$ cat config.mk
export PLATFORM = sky130hd
export DESIGN_NAME = tmr_sched
export DESIGN_NICKNAME = d
export VERILOG_FILES = /design/src/rtl/tmr_sched.sv
export SDC_FILE = /design/constraint.sdc
export NUM_CORES = 1
export LEC_CHECK = 0
export ABC_AREA = 1
export CAP_MARGIN = 20
export CORE_UTILIZATION = 35
export CTS_BUF_LIST = sky130_fd_sc_hd__clkbuf_2
export CTS_CLUSTER_DIAMETER = 100
export DETAILED_ROUTE_END_ITERATION = 16
export SLEW_MARGIN = 30
export SYNTH_ARGS = -nofsm -noshare
export SYNTH_HDL_FRONTEND = slang
export SYNTH_SLANG_ARGS = --single-unit
$ cat constraint.sdc
create_clock -name clk -period 2.9 [get_ports clk]
set_input_delay 0.29 -clock clk [delete_from_list [all_inputs] [get_ports clk]]
set_output_delay 0.29 -clock clk [all_outputs]
set_load 0.01 [all_outputs]
$ cat src/rtl/tmr_sched.sv
// Multi-channel millisecond alarm scheduler: one shared decrementer is swept
// across NCH channel down-counters once per timer tick, with a word-addressed register file.
module tmr_sched #(
    parameter int NCH = 4,
    parameter int CW  = 16
) (
    input  logic        clk,
    input  logic        rst_n,
    input  logic        tick,
    input  logic        stb,
    input  logic        we,
    input  logic [3:0]  addr,
    input  logic [31:0] data_in,
    output logic [31:0] data_out,
    output logic        ack,
    output logic        irq
);

    // state  | meaning
    // S_IDLE | waiting for a tick (or a tick queued during the last scan)
    // S_SCAN | stepping channel idx, one channel per cycle

    localparam int IW = (NCH > 1) ? $clog2(NCH) : 1;

    typedef enum logic {S_IDLE, S_SCAN} state_t;

    state_t          state, state_nxt;
    logic [IW-1:0]   idx, idx_nxt;

    logic [CW-1:0]   count  [NCH];
    logic [CW-1:0]   reload [NCH];
    logic [NCH-1:0]  enable, periodic, pending, mask;
    logic            overrun, tick_pend;

    logic [NCH-1:0]  wr_ch, step, fire;
    logic            wr, wr_ctl, wr_stat, wr_mask, ov_set;
    logic            unused_bits;

    assign wr      = stb & we;
    assign wr_ctl  = wr && (addr == 4'd8);
    assign wr_stat = wr && (addr == 4'd9);
    assign wr_mask = wr && (addr == 4'd10);
    assign ack     = stb;
    assign unused_bits = ^data_in;

    always_ff @(posedge clk) begin
        if (!rst_n) begin
            state <= S_IDLE;
            idx   <= '0;
        end else begin
            state <= state_nxt;
            idx   <= idx_nxt;
        end
    end

    always_comb begin
        state_nxt = state;
        idx_nxt   = idx;
        case (state)
            S_IDLE: begin
                if (tick || tick_pend) begin
                    state_nxt = S_SCAN;
                    idx_nxt   = '0;
                end
            end
            S_SCAN: begin
                if (idx == IW'(NCH - 1)) begin
                    state_nxt = S_IDLE;
                    idx_nxt   = '0;
                end else begin
                    idx_nxt = idx + IW'(1);
                end
            end
            default: begin
                state_nxt = S_IDLE;
                idx_nxt   = '0;
            end
        endcase
    end

    // A bus write to the channel being stepped takes precedence and drops the step.
    always_comb begin
        wr_ch  = '0;
        step   = '0;
        fire   = '0;
        ov_set = (state == S_SCAN) && tick && tick_pend;
        for (int i = 0; i < NCH; i++) begin
            wr_ch[i] = wr && (addr == 4'(i));
            step[i]  = (state == S_SCAN) && (idx == IW'(i)) && enable[i]
                       && (count[i] != '0) && !wr_ch[i];
            fire[i]  = step[i] && (count[i] == CW'(1));
        end
    end

    always_ff @(posedge clk) begin
        if (!rst_n) begin
            for (int i = 0; i < NCH; i++) begin
                count[i]  <= '0;
                reload[i] <= '0;
            end
            enable    <= '0;
            periodic  <= '0;
            pending   <= '0;
            mask      <= '0;
            overrun   <= 1'b0;
            tick_pend <= 1'b0;
            irq       <= 1'b0;
        end else begin
            for (int i = 0; i < NCH; i++) begin
                if (wr_ch[i]) begin
                    count[i]  <= data_in[CW-1:0];
                    reload[i] <= data_in[CW-1:0];
                end else if (fire[i]) begin
                    count[i] <= periodic[i] ? reload[i] : '0;
                end else if (step[i]) begin
                    count[i] <= count[i] - CW'(1);
                end
            end

            // One-shot expiry clears its enable even against a concurrent control write.
            enable <= (wr_ctl ? data_in[NCH-1:0] : enable) & ~(fire & ~periodic);
            if (wr_ctl)
                periodic <= data_in[8 +: NCH];
            if (wr_mask)
                mask <= data_in[NCH-1:0];

            pending <= fire | (pending & ~(wr_stat ? data_in[NCH-1:0] : '0));
            overrun <= ov_set | (overrun & ~(wr_stat & data_in[16]));

            if (state == S_SCAN) begin
                if (tick)
                    tick_pend <= 1'b1;
            end else if (tick_pend) begin
                tick_pend <= tick;
            end

            irq <= |(pending & mask);
        end
    end

    always_comb begin
        data_out = '0;
        for (int i = 0; i < NCH; i++) begin
            if (addr == 4'(i))
                data_out = 32'(count[i]);
        end
        case (addr)
            4'd8: begin
                data_out[NCH-1:0]  = enable;
                data_out[8 +: NCH] = periodic;
            end
            4'd9: begin
                data_out[NCH-1:0] = pending;
                data_out[16]      = overrun;
            end
            4'd10: data_out[NCH-1:0] = mask;
            default: ;
        endcase
    end

endmodule

==> results.toml <==
[run_status]
status = "complete, but fails checks"
failed_checks = "design-rule violations"

[detailed_routing]
via_per_inst = 5.25
wl_per_cell_um = 18.7
drt_wl_total_um = 30100
antenna_left = 0
num_vias = 8435
drtPass1Iterations = 14
drc = 2
initialDrtViolationCount = 960

[power_and_ir_drop]
p_int_mw = 3.01
power.share.clock = 0.304
power_density_nw_per_um2 = 409
ir_worst_vdd_mv = 0.231
comb_power_share = 0.114
p_seq_frac = 0.581
p_leak_nw = 4.04
sw_frac_of_total = 0.300
power.net_switching_mw = 1.29

[yosys]
syn_avg_cell_area_um2 = 7.82
synth_cell_types = 39
ys_seq_area_frac = 0.454
synth_cells = 1208
synth_warnings = 0
synth.cell_area_um2 = 9440
ys_ff_latch = 150

[grt]
grt_pass1_wl_um = 46100
antenna_found_initial = 1
grt_max_degree = 27
grtUsageTotal = 0.220
overflow = 0
grt_pass1_vias = 7751

[floorplanning]
initial_core_util = 0.359
rows = 59
die_x_um = 166
core_area_um2 = 26300
fp.dieArea_um2 = 27600
io_pins = 75
die_height_um = 166

[layout]
final_common_cell = "nand2_1"
syn_to_final_growth_pct = 11.4
post-route-util = 0.400
final_cell_mix = "310 x nand2_1, 176 x nor2_1, 128 x edfxtp_1, 108 x inv_1, 99 x nand3_1"
layout-drive-gt1-share = 0.0992
postLayoutCellArea_um2 = 10500
layout.nets = 1310

[timing]
drv_slew = 0
period_share = 0.978
fin_tns_setup_ns = 0
worstMarginPinSlew_ns = 0.702
report.final.hold_viol_count = 0
finalSetupViolCount = 0
fmax_ghz = 0.353
fin_skew_ns = 0.0505
max_slew_margin = 0.531
fin_crit_ns = 2.83
rsz0062_at_grt = "no"
fin_ws_ns = 0.0652

[setup_path]
rr_startpoint = "count[2][9]"
crit_buf_inv = 4
worstRegToRegCells = 9
startpoint = "addr[1]"
worst-path-max-fanout = 16
critical_path_class = "in -> out"
cp.depth = 8
worstPathRequired_ns = 2.61
cp-end-kind = "output port"
arrival_ns = 2.54
crit_slowest_cell = "clkdlybuf4s50_1"
cp_top_family = "buffers and inverters"
cp_cell_sequence = "clkdlybuf4s50_1 > inv_1 > nor2_1 > inv_1 > nor2_4 > a21oi_1 > o211ai_1 > clkdlybuf4s50_1"
cpPeakStageDelay_ns = 0.61
start_kind = "primary input"

[clock_network]
htreeDepth = 4
clk_latency_ns = 0.77
path_clk_slew_ns = 0.23
cts_sinks = 150
cts_buffers = 17
clock_path_buffers = 2
cts_tree = "yes"
root_buffer = "clkbuf_2"

[placement]
dp_hpwl_um = 21600
place_ws_ns = 0.0904
port_buffers = 44
gp_congestion = 0.959
placed_area_um2 = 10200

[hold_path]
hold_class = "in -> reg"
whs_path_depth = 3
hold_start = "tick"

[job]
maxCapViolations = 0
## kinds of logic (layout without fill, tap and decap cells)
family / Yosys count / count (layout) / share of synthesized area
buf+inv: 177 / 225 / 0.0834
compound gates: 153 / 153 / 0.0901
flops: 150 / 150 / 0.454
other cells: 1 / 16 / 0.000397
simple gates: 683 / 683 / 0.327
fa+ha+maj: 12 / 12 / 0.0159
xor+xnor: 32 / 32 / 0.0297
## worst min-delay path, delay by kind of cell
kind / cells / cell delay [ns]
and+or+nand+nor: 1 / 0.10
buffers and inverters: 1 / 0.44
AOI/OAI and AO/OA: 1 / 0.06
## power by group through the flow
stage / combinational [mW] / clock [mW] / sequential [mW]
2_1_floorplan: 0.292 / 0 / 2.52
3_3_place_gp: 0.481 / 0 / 2.54
3_5_place_dp: 0.483 / 0 / 2.54
4_1_cts: 0.488 / 1.33 / 2.50
5_1_grt: 0.533 / 1.42 / 2.51
6_report: 0.491 / 1.31 / 2.50
## area by class of cell
cell class | count | area [µm²]
clock inverter | 14 | 166
fill | 2762 | 15800
tap | 335 | 419
clock buffer | 18 | 90.1
timing repair buffer | 72 | 673
antenna | 1 | 2.50
multi-input combinational | 895 | 4430
inverter | 121 | 455
sequential | 150 | 4280
## synthesized netlist by cell type
| library cell | number | area (µm²) |
|---|---|---|
| nand3_2 | 3 | 30.0 |
| nor3_1 | 9 | 45.0 |
| o21ai_0 | 43 | 215 |
| nor2_1 | 176 | 661 |
| buf_1 | 4 | 15.0 |
| buf_6 | 3 | 33.8 |
| o21ai_1 | 9 | 45.0 |
| a21oi_2 | 8 | 70.1 |
| inv_2 | 12 | 45.0 |
| dfxtp_1 | 22 | 440 |
| nand4_1 | 12 | 75.1 |
| buf_2 | 13 | 65.1 |
| a22oi_1 | 1 | 7.51 |
| nand3b_1 | 30 | 225 |
| a41oi_1 | 1 | 8.76 |
| nand2_2 | 10 | 62.6 |
| buf_4 | 22 | 165 |
| nor2_2 | 13 | 81.3 |
| xor2_1 | 31 | 272 |
| xnor2_1 | 1 | 8.76 |
| conb_1 | 1 | 3.75 |
| inv_1 | 108 | 405 |
| nor2_8 | 1 | 20.0 |
| nand3_4 | 1 | 17.5 |
| and3_1 | 2 | 12.5 |
| a221oi_1 | 1 | 8.76 |
| o221ai_1 | 1 | 8.76 |
| ha_1 | 12 | 150 |
| nor2_4 | 13 | 146 |
| nand2_1 | 312 | 1170 |
| o22ai_1 | 18 | 113 |
| nand4_4 | 2 | 42.5 |
| nand3_1 | 99 | 495 |
| edfxtp_1 | 128 | 3840 |
| a21oi_1 | 63 | 315 |
| a31oi_1 | 1 | 6.26 |
| o211ai_1 | 7 | 52.6 |
| clkinv_2 | 1 | 5.00 |
| clkbuf_1 | 14 | 52.6 |
## registers in the layout, summed over array words and instances (netlist names)
name	count
overrun	1
pending	4
tick_pend	1
enable	4
periodic	4
mask	4
state	1
count	64
idx	2
reload	64
irq	1
## per-layer routing
| layer | track usage | part of all wire | vias to the layer above |
|---|---|---|---|
| met5 | 0 | 0 | - |
| met4 | 0.0886 | 0.030 | 0 |
| met3 | 0.0219 | 0.063 | 47 |
| met2 | 0.360 | 0.47 | 339 |
| met1 | 0.300 | 0.44 | 3984 |
| li1 | - | - | 4065 |
## timing repair
action / CTS / global route
hold buffers: 1 / 0
setup endpoints to repair: 1 / 13
setup buffers: 1 / 0
resized for setup: 0 / 2
endpoints found under the hold margin: 2 / 0
## stage by stage
stage | cells | power [mW] | hold slack (ns)
2_1_floorplan | 1222 | 2.81 | 0.439
3_3_place_gp | 1571 | 3.02 | 0.451
3_5_place_dp | 1571 | 3.03 | 0.461
4_1_cts | 1605 | 4.32 | 0.111
5_1_grt | 1606 | 4.46 | 0.116
6_report | 1606 | 4.30 | 0.163
## path summary, 6_finish.rpt
kind	endpoint	slack [ns]
min reg2reg	overrun	0.49
min	overrun	0.16
max reg2reg	count[2][1]	0.60
max	data_out[0]	0.07
No activity file was read; power rests on OpenSTA's default activity.
